**src/rtl/robs_controller.sv**
```systemverilog
// Control FSM for the signed Robertson's multiplier datapath.
// Sequences one 8-bit signed multiply per start request.
module robs_controller #(
   parameter int   WIDTH   = 8,
   parameter logic ADD_POL = 1'b1
) (
   input  logic        i_clk,
   input  logic        i_reset,
   input  logic        i_start,
   input  logic        i_zr,
   input  logic        i_zq,
   output logic [14:0] o_c,
   output logic        o_busy,
   output logic        o_done
);

   if (WIDTH != 8) begin : g_bad_width
      $error("robs_controller: only WIDTH=8 is supported");
   end

   typedef enum logic [3:0] {
      S_IDLE,
      S_INIT,
      S_LOADR,
      S_DEC,
      S_TEST,
      S_ADD,
      S_ADDW,
      S_LDSR,
      S_SHR,
      S_WBR,
      S_STORE,
      S_DONE
   } state_t;

   state_t r_state;
   state_t w_next;
   logic   r_sub;
   logic   w_add;

   // last-iteration flag captured in TEST so ADD/ADDW are pure state decodes
   assign w_add = r_sub ? ~ADD_POL : ADD_POL;

   // state register
   always_ff @(posedge i_clk) begin
      if (i_reset) begin
         r_state <= S_IDLE;
      end else begin
         r_state <= w_next;
      end
   end

   // latch zq in TEST to select subtract on the final iteration
   always_ff @(posedge i_clk) begin
      if (i_reset) begin
         r_sub <= 1'b0;
      end else if (r_state == S_TEST) begin
         r_sub <= i_zq;
      end
   end

   // next-state logic
   always_comb begin
      w_next = r_state;
      unique case (r_state)
         S_IDLE:  if (i_start) w_next = S_INIT;
         S_INIT:  w_next = S_LOADR;
         S_LOADR: w_next = S_DEC;
         S_DEC:   w_next = S_TEST;
         S_TEST:  w_next = i_zr ? S_LDSR : S_ADD;
         S_ADD:   w_next = S_ADDW;
         S_ADDW:  w_next = S_LDSR;
         S_LDSR:  w_next = S_SHR;
         S_SHR:   w_next = S_WBR;
         S_WBR:   w_next = i_zq ? S_STORE : S_DEC;
         S_STORE: w_next = S_DONE;
         S_DONE:  w_next = S_IDLE;
         default: w_next = S_IDLE;
      endcase
   end

   // Moore output decode: control word, busy, done
   always_comb begin
      o_c    = '0;
      o_busy = 1'b1;
      o_done = 1'b0;
      unique case (r_state)
         S_IDLE: o_busy = 1'b0;
         S_INIT: o_c[3:0] = 4'hF;
         S_LOADR: begin
            o_c[8] = 1'b1;
            o_c[9] = 1'b1;
         end
         S_DEC:  o_c[13] = 1'b1;
         S_TEST: o_c = '0;
         S_ADD:  o_c[10] = w_add;
         S_ADDW: begin
            o_c[10]  = w_add;
            o_c[8]   = 1'b1;
            o_c[5:4] = 2'b10;
         end
         S_LDSR: o_c[12] = 1'b1;
         S_SHR:  o_c[11] = 1'b1;
         S_WBR: begin
            o_c[8]   = 1'b1;
            o_c[9]   = 1'b1;
            o_c[5:4] = 2'b01;
            o_c[6]   = 1'b1;
         end
         S_STORE: begin
            o_c[14] = 1'b1;
            o_c[3]  = 1'b1;
            o_c[7]  = 1'b1;
         end
         S_DONE:  o_done = 1'b1;
         default: o_busy = 1'b0;
      endcase
   end

endmodule
```
**config.mk**
```make
export PLATFORM = sky130hd
export DESIGN_NAME = robs_controller
export DESIGN_NICKNAME = d
export VERILOG_FILES = /design/src/rtl/robs_controller.sv
export SDC_FILE = /design/constraint.sdc
export NUM_CORES = 1
export LEC_CHECK = 0
export ABC_AREA = 1
export BUFFER_PORTS_ARGS = -buffer_cell sky130_fd_sc_hd__buf_2
export CORE_AREA = 2 2 39 41
export CTS_BUF_LIST = sky130_fd_sc_hd__clkbuf_8
export DETAILED_ROUTE_END_ITERATION = 7
export DIE_AREA = 0 0 41 43
export HOLD_SLACK_MARGIN = 0.05
export PLACE_DENSITY = 0.65
export SETUP_SLACK_MARGIN = 0.02
export SLEW_MARGIN = 20
export SYNTH_ARGS = -nofsm -noshare
export SYNTH_HDL_FRONTEND = slang
export SYNTH_SLANG_ARGS = --single-unit
```
**constraint.sdc**
```tcl
create_clock -name i_clk -period 0.97 [get_ports i_clk]
set_clock_uncertainty 0.05 [all_clocks]
set_input_delay 0.0485 -clock i_clk [delete_from_list [all_inputs] [get_ports i_clk]]
set_output_delay 0.0485 -clock i_clk [all_outputs]
set_load 0.02 [all_outputs]
```
## Word-level counts from Yosys, hierarchy flattened

Index checks and enable logic that the tools add are counted.
W data, S select, Z words.

| word-level totals | value |
|---|---|
| flip-flop bits (word level) | 5 |
| latch bits | 0 |
| bits in writable memories | 0 |
| ROM bits | 0 |
| bits of input ports | 5 |
| output and inout port bits | 17 |
| memories | 0 |

| operators by class | value |
|---|---|
| add/sub/neg operators | 0 |
| $mul | 0 |
| div/mod/pow operators | 0 |
| magnitude comparators | 0 |
| equality and inequality tests | 12 |
| shifts and indexed selects | 0 |
| mux-type cells | 18 |
| bitwise gates (word level) | 0 |
| reductions and logical operators | 6 |

Operator list:

| operator | number |
|---|---|
| $pmux W4 S11 | 1 |
| $eq A4 B3 Y1 const B | 4 |
| $eq A4 B4 Y1 const B | 4 |
| $mux W1 | 12 |
| $reduce_or A11 Y1 | 1 |
| $eq A4 B2 Y1 const B | 2 |
| $mux W4 | 2 |
| $reduce_or A2 Y1 | 3 |
| $eq A4 B1 Y1 const B | 1 |
| $logic_not A4 Y1 | 1 |
| $pmux W2 S2 | 1 |
| $mux W3 | 1 |
| $reduce_or A3 Y1 | 1 |
| $mux W2 | 1 |
| $ne A2 B2 Y1 const B | 1 |

## Longest topological paths before layout

| depth | value |
|---|---|
| word-level depth | 3 |
| mapped depth | 7 |
| depth with buffers taken out | 7 |

## Least setup slack after synthesis

Ideal clock, no wire load.

| timing | value |
|---|---|
| path type | reg-to-output |
| start | reg r_state[3] |
| end | out o_c[14] |
| data arrival time | 1.080 ns |
| path slack | -0.209 ns |
| cell stages (with the launch flop) | 4 |
| path through | dfxtp_1 -> nand2_2 -> nor2_1 -> buf_4 |

| between the ends | value |
|---|---|
| cells in the longest elaborated chain, start to end | 2 |

Ends and longest elaborated chain:

| element | RTL line | source |
|---|---|---|
| start, declared | 36 | `state_t r_state;` |
| start signal, assigned | 49 | `r_state <= w_next;` |
| $eq A4 B4 Y1 | n/a |  |
| $mux W1 | n/a |  |
| end, declared | 12 | `output logic [14:0] o_c,` |

No other way between the ends.

## Worst setup path after layout

| timing | value |
|---|---|
| start | reg r_state[1] |
| end | out o_c[13] |

| between the ends | value |
|---|---|
| cells in the longest elaborated chain, start to end | 2 |

Ends and longest elaborated chain:

| element | RTL line | source |
|---|---|---|
| $eq A4 B2 Y1 | 87 | `unique case (r_state)` |
| $mux W1 | 87 |  |

No other way between the ends.

==> flow_summary_export.csv <==
group,metric,value,unit
outcome,status,"finished with violations",
outcome,violations,"negative setup slack",
yosys,syn_avg_cell_area,5.50,um2
layout,antenna_cells,0,
timing,post-route-period-util,124,%
setup_path,cpMostUsedCell,"inv_1",
pwr,pwr_density_cell,1360,nW/um2
yosys,ys_types,13,
yosys,syn-cell-area,402,um2
yosys,synth.mux.area_fraction,0,%
timing,period_needed,1.21,ns
pwr,static-leakage-power,0.451,nW
setup_path,cp-start-kind,"flip-flop",
worst_hold_path,holdPathStages,4,
setup_path,worstSetupPathType,"flip-flop to output pin",
placed_design,place.gp.congestion,0.802,
placed_design,place_area,582,um2
detailed_routing,vias,547,
setup_path,cp.required,0.87,ns
yosys,synth.net_count,78,
setup_path,cp_top_family,"flip-flops",
setup_path,crit_chain,"nand2_2 -> inv_1 -> nand2_1 -> inv_1 -> buf_4",
detailed_routing,viasPerCell,4.52,
detailed_routing,drc_errors,0,
setup_path,worstReg2RegStart,"r_state[2]$_SDFFE_PP0P_",
yosys,synthXorXnorAreaFrac,0,%
worst_hold_path,min_from,"i_reset",
setup_path,rrSetupSlack,-0.09,ns
setup_path,r2r_end,"r_state[2]$_SDFFE_PP0P_",
timing,setup-tns-final,-3.63,ns
yosys,synth_cells,73,
yosys,synth_flop_cell,"dfxtp_1",
yosys,synthSimpleGateAreaFrac,43.3,%
yosys,synth_top_family_by_area,"simple AND/OR/NAND/NOR gates",
setup_path,end_kind,"output pin",
timing,drv_slew,0,
yosys,ys_seq_area_share,24.9,%
clocking,clk_path_buf_depth,2,
timing,rsz0062_at_grt,"true",
yosys,netlist_top_cells_area,"dfxtp_1 25%, nand2_1 20%, inv_1 15%",
worst_hold_path,worstHoldEndpoint,"r_sub$_SDFFE_PP0N_",
global_routing,grt_pass1_wl,1770,um
yosys,ys_warn_count,0,
clocking,cts_tree,"built",
worst_hold_path,hold_path_class,"input port to flip-flop",
yosys,yosysTopAreaCell,"dfxtp_1",
layout,final_util,59.9,%
yosys,synth_compound_area_share,9.35,%
floorplan,start_util,29.0,%
timing,final_hold_viol_count,0,
clocking,h-tree-depth,1,
floorplan,dieWidth,41,um
layout,layout.cells.non_filler,121,
setup_path,r2r.worst_path.cells,5,
setup_path,worstPathArrival,1.11,ns
placed_design,place_inst,112,
timing,slew_headroom,88.9,%
layout,drive_gt1_share,61.9,%
setup_path,cpPeakStageDelay,0.39,ns
yosys,synth_common_cells,"21 x nand2_1, 16 x inv_1, 12 x nor2_1, 5 x a21oi_1, 5 x dfxtp_1",
floorplan,fp.dieH,43,um
placed_design,place_hpwl,847,um
floorplan,dieArea,1760,um2
detailed_routing,wire_per_inst,10.9,um
yosys,synthAdderAreaFrac,0,%
placed_design,place.port_buffers,21,
detailed_routing,first_iter_violations,5,
setup_path,timing.critical_path.from,"r_state[1]$_SDFFE_PP0P_",
layout,fin_area,830,um2
floorplan,ios,22,
timing,setup_ws,-0.236,ns
detailed_routing,drt_wl_total,1320,um
global_routing,antenna_found_initial,0,
yosys,synthMostInstantiatedCell,"nand2_1",
yosys,ys_ff_latch,5,
detailed_routing,ant_nets,0,
pwr,ir_drop,0.784,mV
setup_path,crit_fanout,6,
layout,fin_nets,111,
flow_run,drv_cap,0,
clocking,cts_root_buffer,"clkbuf_8",
layout,area_growth,107,%
clocking,cts-buffers-inserted,3,
floorplan,rows,14,
global_routing,grt_start_max_net_pins,8,
global_routing,grt_pass1_vias,461,
timing,finalSetupViolations,22,
clocking,numClockSinks,5,
yosys,async_reset_ff_share,0,%
global_routing,grt_use_total,14.8,%
yosys,synth_edf_count,0,
yosys,netlist.area_leader.share,24.9,%
timing,fmax,829,MHz
floorplan,core,1380,um2
clocking,clk_pin_slew,0.04,ns
setup_path,crit_path_top_delay_cell,"dfxtp_4",
setup_path,cp_num_buf_inv,3,
clocking,clock_latency,0.22,ns
global_routing,overflow,0,
placed_design,dpl_worst_slack,-0.0824,ns
detailed_routing,drt_pass1_iterations,4,
timing,worst_pin_slew,0.167,ns
sequential cells by signal, summed over array words and instances, names as in the netlist:
name     flops
r_state      4
r_sub        1
worst reg2reg max path, stage by stage, from the launching register on:
cell	delay, ns
dfxtp_4	0.39
inv_6	0.06
nor2_2	0.15
buf_4	0.15
nand2_1	0.05
a21oi_1	0.14
metal layers:
layer / track usage [%] / part of all wire, % / vias to the layer above
li1: - / - / 280
met1: 17.0 / 37 / 240
met2: 22.8 / 56 / 23
met3: 1.57 / 4.9 / 4
met4: 12.0 / 1.7 / 0
met5: 0 / 0 / -
cell usage in the layout, fill, tap and decap left out:
cell type and count:
nand2_8 1, dfxtp_1 1, inv_4 1, nor2_2 1
nand2_1 11, buf_2 7, nand2_4 2, dlygate4sd3_1 2
clkbuf_8 3, o21ai_2 1, inv_2 6, a21boi_2 1
a21oi_1 5, dfxtp_4 4, inv_1 9, nor3_1 1
nand3b_1 1, nor2_1 7, buf_6 13, inv_6 1
buf_4 10, nand3_1 3, nand2_2 8, nor2_4 5
nand3_2 1
what timing repair did:
item,4_1_cts,5_1_grt
hold buffers,2,0
gates resized for setup,31,23
cloned,0,0
endpoints found under the setup margin,22,22
buffers inserted,1,2
endpoints found under the hold margin,3,0
pin swaps,4,5
through the flow:
stage                     power, mW  hold slack [ns]
after detailed placement      0.589            0.215
after global placement        0.585            0.215
final                          1.13           0.0593
after floorplan               0.489           0.0602
after global routing           1.20           0.0898
after CTS                      1.04           0.0561
layout make-up:
class                   count  area (um2)
fillers                   132         554
clock inverters             1        3.75
well taps                  16        20.0
inverters                  16        67.6
repair buffers             32         277
clock buffers               3        41.3
flip-flops and latches      5         115
multi-input cells          48         305
cell families (layout without fill, tap and decap cells):
logic type	after synthesis	after routing
and+or+nand+nor	41	41
buffers and inverters	20	52
AOI/OAI and AO/OA	7	7
DFF	5	5
how the worst max path moves through the flow:
stage | to | slack, ns | cells past startpoint
6_report | o_c[13] | -0.24 | 5
5_1_grt | o_c[13] | -0.29 | 5
4_1_cts | o_c[14] | -0.23 | 5
3_5_place_dp | r_state[1]$_SDFFE_PP0P_ | -0.08 | 5
3_3_place_gp | o_c[8] | -0.07 | 4
2_1_floorplan | o_busy | -0.09 | 2
power breakdown:
part | switching, mW | internal, mW | total (mW)
clock | 0.100 | 0.271 | 0.372
sequential | 0.0404 | 0.225 | 0.265
combinational | 0.256 | 0.234 | 0.490
Note: power is estimated with default switching activity, not from simulation.
